**config.mk**
```make
export PLATFORM = sky130hd
export DESIGN_NAME = fetch_seq_unit_flat
export DESIGN_NICKNAME = d
export VERILOG_FILES = /design/src/rtl/fetch_seq_unit_pkg.sv /design/src/rtl/fetch_seq_unit_if.sv /design/src/rtl/fetch_seq_unit_pipe_reg_ce.sv /design/src/rtl/fetch_seq_unit.sv /design/src/flat_wrapper.sv
export SDC_FILE = /design/constraint.sdc
export NUM_CORES = 1
export LEC_CHECK = 0
export CAP_MARGIN = 20
export CORE_UTILIZATION = 54
export DETAILED_ROUTE_END_ITERATION = 6
export HOLD_SLACK_MARGIN = 0.02
export PLACE_DENSITY = 0.95
export SLEW_MARGIN = 20
export SYNTH_ARGS = -nofsm -noshare
export SYNTH_HDL_FRONTEND = slang
export SYNTH_HIERARCHICAL = 1
export SYNTH_SLANG_ARGS = --single-unit
```
**constraint.sdc**
```tcl
create_clock -name clk -period 11.7 [get_ports clk]
set_clock_uncertainty 0.05 [all_clocks]
set_input_delay 2.34 -clock clk [delete_from_list [all_inputs] [get_ports clk]]
set_output_delay 2.34 -clock clk [all_outputs]
set_load 0.05 [all_outputs]
```
**src/rtl/fetch_seq_unit_pkg.sv**
```systemverilog
// Shared constants and types for the PC/nPC fetch sequencer.
package fetch_seq_unit_pkg;

    localparam int          XLEN_DEF       = 32;
    localparam int          INST_BYTES_DEF = 4;
    localparam logic [31:0] NOP_INSTR      = 32'h0100_0000;
    localparam logic [31:0] RESET_PC_DEF   = 32'h0000_0000;

    // Which source loads pc/npc on the coming edge.
    typedef enum logic [1:0] {
        PC_HOLD,
        PC_SEQ,
        PC_REDIRECT,
        PC_FLUSH
    } pc_sel_e;

endpackage

```
**src/rtl/fetch_seq_unit_if.sv**
```systemverilog
// Fetch-side bus: instruction memory, redirect/flush inputs and the IF/ID register outputs.
interface fetch_seq_unit_if #(
    parameter int XLEN = 32
);
    logic [XLEN-1:0] imem_addr;
    logic [31:0]     imem_rdata;
    logic            id_ready;
    logic            redirect_valid;
    logic [XLEN-1:0] redirect_target;
    logic            redirect_annul;
    logic            flush_valid;
    logic [XLEN-1:0] flush_target;
    logic            ifid_valid;
    logic [XLEN-1:0] ifid_pc;
    logic [XLEN-1:0] ifid_npc;
    logic [31:0]     ifid_instr;

    modport master (
        output imem_addr, ifid_valid, ifid_pc, ifid_npc, ifid_instr,
        input  imem_rdata, id_ready, redirect_valid, redirect_target, redirect_annul,
               flush_valid, flush_target
    );

    modport slave (
        input  imem_addr, ifid_valid, ifid_pc, ifid_npc, ifid_instr,
        output imem_rdata, id_ready, redirect_valid, redirect_target, redirect_annul,
               flush_valid, flush_target
    );
endinterface

```
**src/rtl/fetch_seq_unit_pipe_reg_ce.sv**
```systemverilog
// W-bit pipeline register with sync reset, clear and clock enable (clear beats enable).
module fetch_seq_unit_pipe_reg_ce #(
    parameter int             W       = 8,
    parameter logic [W-1:0]   RST_VAL = '0
) (
    input  logic         clk,
    input  logic         srst,
    input  logic         ce,
    input  logic         clr,
    input  logic [W-1:0] d,
    output logic [W-1:0] q
);
    logic [W-1:0] q_reg;

    always_ff @(posedge clk) begin
        if (srst || clr) begin
            q_reg <= RST_VAL;
        end else if (ce) begin
            q_reg <= d;
        end
    end

    assign q = q_reg;
endmodule

```
**src/rtl/fetch_seq_unit.sv**
```systemverilog
// PC/nPC fetch sequencer with stall, pending redirect, delay-slot annul, trap flush and IF/ID register.
module fetch_seq_unit
    import fetch_seq_unit_pkg::*;
#(
    parameter int              XLEN        = XLEN_DEF,
    parameter logic [XLEN-1:0] RESET_PC    = XLEN'(RESET_PC_DEF),
    parameter int              INST_BYTES  = INST_BYTES_DEF,
    parameter int              DELAY_SLOTS = 1
) (
    input  logic              clk,
    input  logic              reset,
    fetch_seq_unit_if.master  bus
);
    localparam int              BW       = 2 * XLEN + 33;
    localparam logic [XLEN-1:0] STEP     = XLEN'(INST_BYTES);
    localparam bit              DS       = (DELAY_SLOTS != 0);
    localparam logic [BW-1:0]   IFID_RST = {1'b0, {XLEN{1'b0}}, {XLEN{1'b0}}, NOP_INSTR};

    logic [XLEN-1:0] pc_reg, npc_reg, pend_tgt_reg;
    logic            pend_v_reg, pend_annul_reg, annul_reg;
    logic            advance, rv, ra, cap_valid;
    logic [XLEN-1:0] rt;
    logic [31:0]     cap_instr;
    logic [BW-1:0]   ifid_d, ifid_q;
    pc_sel_e         pc_sel;

    always_comb begin
        advance   = !ifid_q[BW-1] || bus.id_ready;
        rv        = bus.redirect_valid || pend_v_reg;
        rt        = bus.redirect_valid ? bus.redirect_target : pend_tgt_reg;
        ra        = DS && (bus.redirect_valid ? bus.redirect_annul : pend_annul_reg);
        // Without a delay slot the word fetched alongside a redirect is wrong-path.
        cap_valid = !annul_reg && (DS || !rv);
        cap_instr = cap_valid ? bus.imem_rdata : NOP_INSTR;
        ifid_d    = {cap_valid, pc_reg, npc_reg, cap_instr};
        if (bus.flush_valid)  pc_sel = PC_FLUSH;
        else if (!advance)    pc_sel = PC_HOLD;
        else if (rv)          pc_sel = PC_REDIRECT;
        else                  pc_sel = PC_SEQ;
    end

    always_ff @(posedge clk) begin
        if (reset) begin
            pc_reg         <= RESET_PC;
            npc_reg        <= RESET_PC + STEP;
            pend_v_reg     <= 1'b0;
            pend_tgt_reg   <= '0;
            pend_annul_reg <= 1'b0;
            annul_reg      <= 1'b0;
        end else begin
            unique case (pc_sel)
                PC_FLUSH: begin
                    pc_reg     <= bus.flush_target;
                    npc_reg    <= bus.flush_target + STEP;
                    pend_v_reg <= 1'b0;
                    annul_reg  <= 1'b0;
                end
                PC_HOLD: begin
                    if (bus.redirect_valid) begin
                        pend_v_reg     <= 1'b1;
                        pend_tgt_reg   <= bus.redirect_target;
                        pend_annul_reg <= bus.redirect_annul;
                    end
                end
                PC_REDIRECT: begin
                    pend_v_reg <= 1'b0;
                    annul_reg  <= ra;
                    if (DS) begin
                        pc_reg  <= npc_reg;
                        npc_reg <= rt;
                    end else begin
                        pc_reg  <= rt;
                        npc_reg <= rt + STEP;
                    end
                end
                PC_SEQ: begin
                    pc_reg    <= npc_reg;
                    npc_reg   <= npc_reg + STEP;
                    annul_reg <= 1'b0;
                end
            endcase
        end
    end

    fetch_seq_unit_pipe_reg_ce #(
        .W       (BW),
        .RST_VAL (IFID_RST)
    ) u_ifid (
        .clk  (clk),
        .srst (reset),
        .ce   (advance),
        .clr  (bus.flush_valid),
        .d    (ifid_d),
        .q    (ifid_q)
    );

    assign bus.imem_addr  = pc_reg;
    assign bus.ifid_valid = ifid_q[BW-1];
    assign bus.ifid_pc    = ifid_q[BW-2 -: XLEN];
    assign bus.ifid_npc   = ifid_q[32 +: XLEN];
    assign bus.ifid_instr = ifid_q[31:0];

    // A second redirect before the first has been applied overwrites it.
    redirect_overlap: assert property (@(posedge clk) disable iff (reset)
        !(bus.redirect_valid && pend_v_reg));

endmodule

```
**src/flat_wrapper.sv**
```systemverilog
// flat-port wrapper written by rule: the top's interface ports become plain ports
module fetch_seq_unit_flat import fetch_seq_unit_pkg::*;
#(
    parameter int              XLEN        = XLEN_DEF,
    parameter logic [XLEN-1:0] RESET_PC    = XLEN'(RESET_PC_DEF),
    parameter int              INST_BYTES  = INST_BYTES_DEF,
    parameter int              DELAY_SLOTS = 1
)
  (clk, reset, bus_imem_addr, bus_ifid_valid, bus_ifid_pc, bus_ifid_npc, bus_ifid_instr, bus_imem_rdata, bus_id_ready, bus_redirect_valid, bus_redirect_target, bus_redirect_annul, bus_flush_valid, bus_flush_target);
  fetch_seq_unit_if #(.XLEN(XLEN)) bus_i ();
  input  logic clk;
  input  logic reset;
  output wire logic [$bits(bus_i.imem_addr)-1:0] bus_imem_addr;
  output wire logic [$bits(bus_i.ifid_valid)-1:0] bus_ifid_valid;
  output wire logic [$bits(bus_i.ifid_pc)-1:0] bus_ifid_pc;
  output wire logic [$bits(bus_i.ifid_npc)-1:0] bus_ifid_npc;
  output wire logic [$bits(bus_i.ifid_instr)-1:0] bus_ifid_instr;
  input wire logic [$bits(bus_i.imem_rdata)-1:0] bus_imem_rdata;
  input wire logic [$bits(bus_i.id_ready)-1:0] bus_id_ready;
  input wire logic [$bits(bus_i.redirect_valid)-1:0] bus_redirect_valid;
  input wire logic [$bits(bus_i.redirect_target)-1:0] bus_redirect_target;
  input wire logic [$bits(bus_i.redirect_annul)-1:0] bus_redirect_annul;
  input wire logic [$bits(bus_i.flush_valid)-1:0] bus_flush_valid;
  input wire logic [$bits(bus_i.flush_target)-1:0] bus_flush_target;
  assign bus_imem_addr = bus_i.imem_addr;
  assign bus_ifid_valid = bus_i.ifid_valid;
  assign bus_ifid_pc = bus_i.ifid_pc;
  assign bus_ifid_npc = bus_i.ifid_npc;
  assign bus_ifid_instr = bus_i.ifid_instr;
  assign bus_i.imem_rdata = bus_imem_rdata;
  assign bus_i.id_ready = bus_id_ready;
  assign bus_i.redirect_valid = bus_redirect_valid;
  assign bus_i.redirect_target = bus_redirect_target;
  assign bus_i.redirect_annul = bus_redirect_annul;
  assign bus_i.flush_valid = bus_flush_valid;
  assign bus_i.flush_target = bus_flush_target;
  fetch_seq_unit #(.XLEN(XLEN), .RESET_PC(RESET_PC), .INST_BYTES(INST_BYTES), .DELAY_SLOTS(DELAY_SLOTS)) u_core (.clk(clk), .reset(reset), .bus(bus_i));
endmodule
```
==> flow_summary_export.csv, run 1 <==
group,metric,value,unit
outcome,status,"complete, no violations",
floorplan,die_height,134,um
final_layout,antenna_cells,0,
logic_synthesis,synth_area_leaders,"dfxtp_1 42%, mux2i_1 17%, nor2_1 7.9%, a21oi_1 4.5%, nand2_1 3.6%",
detailed_routing,viasPerCell,5.99,
final_layout,nets,1361,
critical_path,rrSetupSlack,6.56,ns
detailed_routing,wl_per_cell,18.6,um
clock_network,cts-root-buf,"clkbuf_16",
logic_synthesis,ys_types,64,
power_and_ir_drop,sw_frac_of_total,30.1,%
detailed_routing,firstDrtPassIters,7,
critical_path,worstSetupEndpointType,"flip-flop",
critical_path,start_kind,"input pin",
logic_synthesis,synth_edf_count,0,
detailed_routing,drt_iter0_markers,1237,
detailed_routing,wirelength,27600,um
floorplan,pin_count,231,
place,place.port_buffers,230,
detailed_routing,vias,8894,
power_and_ir_drop,p_per_area,141,nW/um^2
critical_path,path_cells,"clkdlybuf4s50_1 -> nand2b_4 -> a21oi_1 -> inv_1 -> ha_2 -> buf_4 -> nand3_1 -> a22oi_1 -> nand2_1 -> or4_1 -> a31oi_1 -> nor3_1",
logic_synthesis,async_flop_share,0,%
place,gp_congestion,0.972,
logic_synthesis,synth-seq-area-share,41.9,%
clock_network,clkTransAtPathRegs,0.07,ns
critical_path,critPathMaxStageDelay,0.84,ns
critical_path,cp.arrival,7.40,ns
logic_synthesis,synth_cells,1078,
sta,setup_violations,0,
power_and_ir_drop,vdd_drop_max,0.132,mV
clock_network,htree_levels,4,
clock_network,cts_setup_buffers,0,
power_and_ir_drop,seqPwrFrac,42.6,%
final_layout,ff_latch_area,3930,um^2
final_layout,multi_input_area,5020,um^2
sta,grt_setup_unrepaired,"no",
clock_network,clkSinkCount,196,
clock_network,clock_path_buffers,2,
logic_synthesis,yosys.area.top_type,"dfxtp_1",
hold_path,hold_class,"reg2reg",
final_layout,area_growth_syn_to_layout,30.9,%
sta,hold_viol,0,
run,drv_cap,0,
grt,overflow,0,
logic_synthesis,synth_warnings,6,
final_layout,drive_gt1_share,5.85,%
logic_synthesis,yosysMostFrequentCell,"nor2_1",
logic_synthesis,yosys_register_bits,196,
floorplan,core_area,16800,um^2
floorplan,num_rows,47,
sta,finalSetupTns,0,ns
clock_network,cts_made_buffers,17,
sta,post-route-period-util,61.4,%
logic_synthesis,synthesis.nets,1186,
detailed_routing,drcViolationCount,0,
power_and_ir_drop,pwr-share-comb,20.5,%
critical_path,cp_max_fo,71,
sta,fin_hold_ws,0.406,ns
grt,grt_pass1_vias,8318,
power_and_ir_drop,fin_total_pwr,0.00173,W
clock_network,cts_tree,"yes",
sta,clock.fmax,0.139,GHz
grt,grt_usage,30.6,%
detailed_routing,ant_nets,0,
final_layout,largest_reg_flops,97,
logic_synthesis,synthTopCellsByCount,"197 x nor2_1, 196 x dfxtp_1, 160 x mux2i_1",
sta,period_needed,7.19,ns
grt,grt_first_pass_wirelength,43500,um
sta,tightest_slew,1.12,ns
power_and_ir_drop,power.switching,0.000522,W
power_and_ir_drop,clkPwrFrac,36.8,%
logic_synthesis,syn_area,9370,um^2
floorplan,dieArea,17900,um^2
critical_path,worstPathRequired,11.92,ns
floorplan,chipWidth,134,um
clock_network,cts-resized-gates,0,
logic_synthesis,synth_top_area_share,41.9,%
critical_path,cp_slowest_cell,"nand2b_4",
place,hpwl,18900,um
logic_synthesis,postSynthAreaPerCell,8.69,um^2
floorplan,start_util,55.9,%
clock_network,clock_latency,0.42,ns
clock_network,cts_hold_buf,0,
sta,report.final.slew_viol_count,0,
critical_path,criticalPathCategory,"in2reg",
logic_synthesis,synth-main-ff-cell,"dfxtp_1",
final_layout,fillers,1183,
sta,relSlewSlack,25.3,%
power_and_ir_drop,p_int,0.00121,W
grt,grt_max_degree,98,
power_and_ir_drop,power.leakage,5.15,nW
grt,antenna_found_initial,0,
## per-stage QoR
stage | std cells | utilization (%) | setup WS, ns | instance area [um^2]
2_1_floorplan | 1078 | - | 5.56 | 9370
3_3_place_gp | 1453 | 69.1 | 4.62 | 11600
3_5_place_dp | 1453 | 69.1 | 4.42 | 11600
4_1_cts | 1485 | 73.0 | 4.74 | 12200
5_1_grt | 1486 | 73.1 | 4.41 | 12300
6_report | 1486 | 73.1 | 4.51 | 12300
## kinds of logic (layout without fill, tap and decap cells)
group           after synthesis  in the layout  share of synthesized area [%]
simple gates                404            404                           19.3
flops                       196            196                           41.9
compound gates              185            185                           12.2
mux                         179            179                           19.4
buf+inv                      91            279                           4.80
xor+xnor                     17             17                           1.59
fa+ha+maj                     6              6                          0.801
## per-layer routing
layer  wire length, um  global-route usage, %  vias to the layer above
met3              2780                   7.31                      102
met1             11100                   38.8                     4102
met2             12900                   50.2                      591
li1                  -                      -                     4099
met4               819                   11.8                        0
met5                 0                      0                        -
## path summary, 6_finish.rpt
path | from | to | depth (start not counted)
min reg2reg | u_core/pend_tgt_reg[7] | u_core/pend_tgt_reg[7] | 2
min | u_core/pend_tgt_reg[7] | u_core/pend_tgt_reg[7] | 2
max reg2reg | u_core/u_ifid/q[96] | u_core/npc_reg[23] | 11
max | bus_id_ready | u_core/npc_reg[23] | 12
## worst max-delay path: cells and delay by family
| kind | cells | cell delay [ns] |
|---|---|---|
| fa+ha+maj | 1 | 0.18 |
| simple gates | 5 | 2.19 |
| buf+inv | 3 | 1.26 |
| compound gates | 3 | 1.39 |
## power by group through the flow
| stage | logic, W | clock network (W) | registers [W] |
|---|---|---|---|
| after floorplan | 0.000155 | 0 | 0.000818 |
| after global placement | 0.000339 | 0 | 0.000751 |
| after detailed placement | 0.000347 | 0 | 0.000753 |
| after CTS | 0.000351 | 0.000647 | 0.000738 |
| after global routing | 0.000377 | 0.000675 | 0.000743 |
| final | 0.000356 | 0.000638 | 0.000739 |
## placed cells by master, fill, tap and decap left out, types with 5 or more instances in the layout
master | synthesis | routed
buf_4 | 3 | 6
a22oi_1 | 6 | 6
nand4_1 | 7 | 7
o21ai_0 | 29 | 29
nand3b_1 | 5 | 5
xnor2_1 | 7 | 7
clkdlybuf4s50_1 | 0 | 228
nor2_1 | 197 | 197
a21oi_1 | 85 | 85
mux2_2 | 19 | 19
a21o_1 | 6 | 6
dfxtp_1 | 196 | 195
clkbuf_16 | 0 | 17
nor3_1 | 18 | 18
xor2_1 | 10 | 10
nand3_1 | 17 | 17
o22ai_1 | 5 | 5
mux2i_1 | 160 | 160
a221oi_1 | 11 | 11
nand2_1 | 89 | 89
inv_1 | 9 | 9
nor2b_1 | 37 | 37
a31oi_1 | 10 | 10
## area by class of cell
| cell class | instances | share of cell area, % |
|---|---|---|
| clock inverters | 14 | 1.79 |
| well taps | 220 | 2.25 |
| repair buffers | 237 | 19.2 |
| multi-input cells | 791 | 41.0 |
| clock buffers | 18 | 3.50 |
| flip-flops and latches | 196 | 32.0 |
| inverters | 10 | 0.306 |
Note: power is estimated with default switching activity, not from simulation.
==> run 2: changes to the inputs <==
CORE_UTILIZATION = 50   (was 54)
PLACE_DENSITY = 0.9   (was 0.95)
clock period = 7.2 ns   (was 11.7 ns; I/O delays follow)
==> run 2 against run 1 <==
Compared with the run above:
- the flow now finishes with violations (DRC)
- global-route usage fell by 2.9 points
- worst hold slack got worse by 0.0013 ns
- sequential power rose by 62%
- largest power group unchanged
==> flow_summary_export.csv, run 2 (synthesis results as in run 1) <==
group,metric,value,unit
final_layout,final_cell_mix,"228 x clkdlybuf4s50_1, 197 x nor2_1, 195 x dfxtp_1",
hold_path,hold_class,"reg2reg",
sta,fin_hold_ws,0.404,ns
detailed_routing,drcViolationCount,22,
detailed_routing,wl_per_cell,18.0,um
critical_path,worstPathRequired,7.44,ns
final_layout,antenna_cells,0,
critical_path,worstSetupEndpointType,"flip-flop",
power_and_ir_drop,power.leakage,5.12,nW
floorplan,start_util,51.6,%
place,dp_slack,1.40,ns
grt,grt-busiest-layer,"met2",
floorplan,num_rows,49,
detailed_routing,viasPerCell,5.69,
critical_path,cp_top_family,"simple AND/OR/NAND/NOR gates",
critical_path,cp.arrival,5.80,ns
outcome,status,"finished with violations",
floorplan,pin_count,231,
sta,grt_setup_unrepaired,"no",
floorplan,core_area,18100,um^2
sta,report.final.slew_viol_count,0,
floorplan,die_height,139,um
sta,period_needed,5.56,ns
clock_network,cts_tree,"yes",
floorplan,dieArea,19300,um^2
place,place.port_buffers,230,
clock_network,clock_latency,0.43,ns
sta,clock.fmax,0.180,GHz
sta,tightest_slew,1.09,ns
clock_network,clkTransAtPathRegs,0.07,ns
clock_network,cts-root-buf,"clkbuf_16",
sta,post-route-period-util,77.2,%
sta,finalSetupTns,0,ns
grt,antenna_found_initial,0,
critical_path,critPathMaxStageDelay,0.79,ns
sta,relSlewSlack,27.2,%
clock_network,cts_hold_buf,0,
grt,grt_first_pass_wirelength,42700,um
detailed_routing,wirelength,26900,um
critical_path,start_kind,"input pin",
sta,hold_viol,0,
final_layout,nets,1361,
critical_path,criticalPathCategory,"in2reg",
detailed_routing,ant_nets,0,
place,hpwl,18900,um
clock_network,cts_made_buffers,17,
critical_path,path_cells,"clkdlybuf4s50_1 -> nand2b_4 -> a21oi_1 -> inv_1 -> ha_2 -> nand3_1 -> a22oi_1 -> nand2_1 -> or4_1 -> a31oi_1 -> nor3_1",
clock_network,clock_path_buffers,2,
final_layout,fillers,1441,
power_and_ir_drop,p_per_area,224,nW/um^2
clock_network,htree_levels,4,
final_layout,final_common_cell,"clkdlybuf4s50_1",
floorplan,chipWidth,139,um
grt,use_met1,36.8,%
detailed_routing,vias,8500,
grt,overflow,0,
outcome,violations,"DRC",
power_and_ir_drop,vdd_drop_max,0.200,mV
grt,grt_max_degree,98,
sta,setup_violations,0,
grt,grt_pass1_vias,7936,
critical_path,cp_max_fo,41,
critical_path,critPathBufInv,2,
detailed_routing,drt_iter0_markers,937,
final_layout,area_growth_syn_to_layout,30.3,%
sta,fin_ws,1.64,ns
grt,globalRouteMet3Util,6.25,%
critical_path,cp_slowest_cell,"a22oi_1",
clock_network,cts-resized-gates,0,
final_layout,drive_gt1_share,5.77,%
clock_network,cts_setup_buffers,0,
clock_network,clkSinkCount,196,
final_layout,largest_reg_flops,97,
grt,grt_use_met2,44.9,%
grt,grt_usage,27.7,%
run,drv_cap,0,
detailed_routing,firstDrtPassIters,7,
place,gp_congestion,0.921,
## run 2: routing by layer
metal / part of all wire (%) / vias to the layer above
li1: - / 4105
met1: 43 / 3952
met2: 47 / 405
met3: 8.9 / 38
met4: 1.6 / 0
met5: 0 / -
## run 2: area by class of cell
type	instances	area, um^2	share of cell area [%]
multi-input cells	791	5020	41.1
flip-flops and latches	196	3930	32.2
repair buffers	237	2350	19.2
clock buffers	20	447	3.66
well taps	229	287	2.35
clock inverters	12	143	1.17
inverters	10	37.5	0.308
## run 2: final timing paths
kind | from | to | slack [ns] | cells past startpoint
min reg2reg | u_core/pend_tgt_reg[7] | u_core/pend_tgt_reg[7] | 0.40 | 2
max reg2reg | u_core/u_ifid/q[96] | u_core/npc_reg[23] | 2.72 | 10
min | u_core/pend_tgt_reg[7] | u_core/pend_tgt_reg[7] | 0.40 | 2
max | bus_id_ready | u_core/npc_reg[23] | 1.64 | 11
## run 2: per-stage QoR
| stage | std cells | area, um^2 | util, % | power (W) |
|---|---|---|---|---|
| final | 1495 | 12200 | 67.3 | 0.00274 |
| after global routing | 1495 | 12200 | 67.3 | 0.00284 |
| after CTS | 1495 | 12200 | 67.2 | 0.00274 |
| after detailed placement | 1463 | 11600 | 63.9 | 0.00179 |
| after global placement | 1463 | 11600 | 63.9 | 0.00177 |
| after floorplan | 1078 | 9370 | - | 0.00158 |
## run 2: tightest hold or removal path, delay by kind of cell, from the launching register on
family	cells	cell delay, ns
AND/OR/NAND/NOR	1	0.05
flip-flops	1	0.31
AO/OA/AOI/OAI	1	0.05
## run 2: power by group
group | internal (W) | leakage [nW] | switching (W)
combinational | 0.000233 | 3.24 | 0.000341
sequential | 0.00114 | 1.60 | 0.0000605
clock | 0.000529 | 0.280 | 0.000435
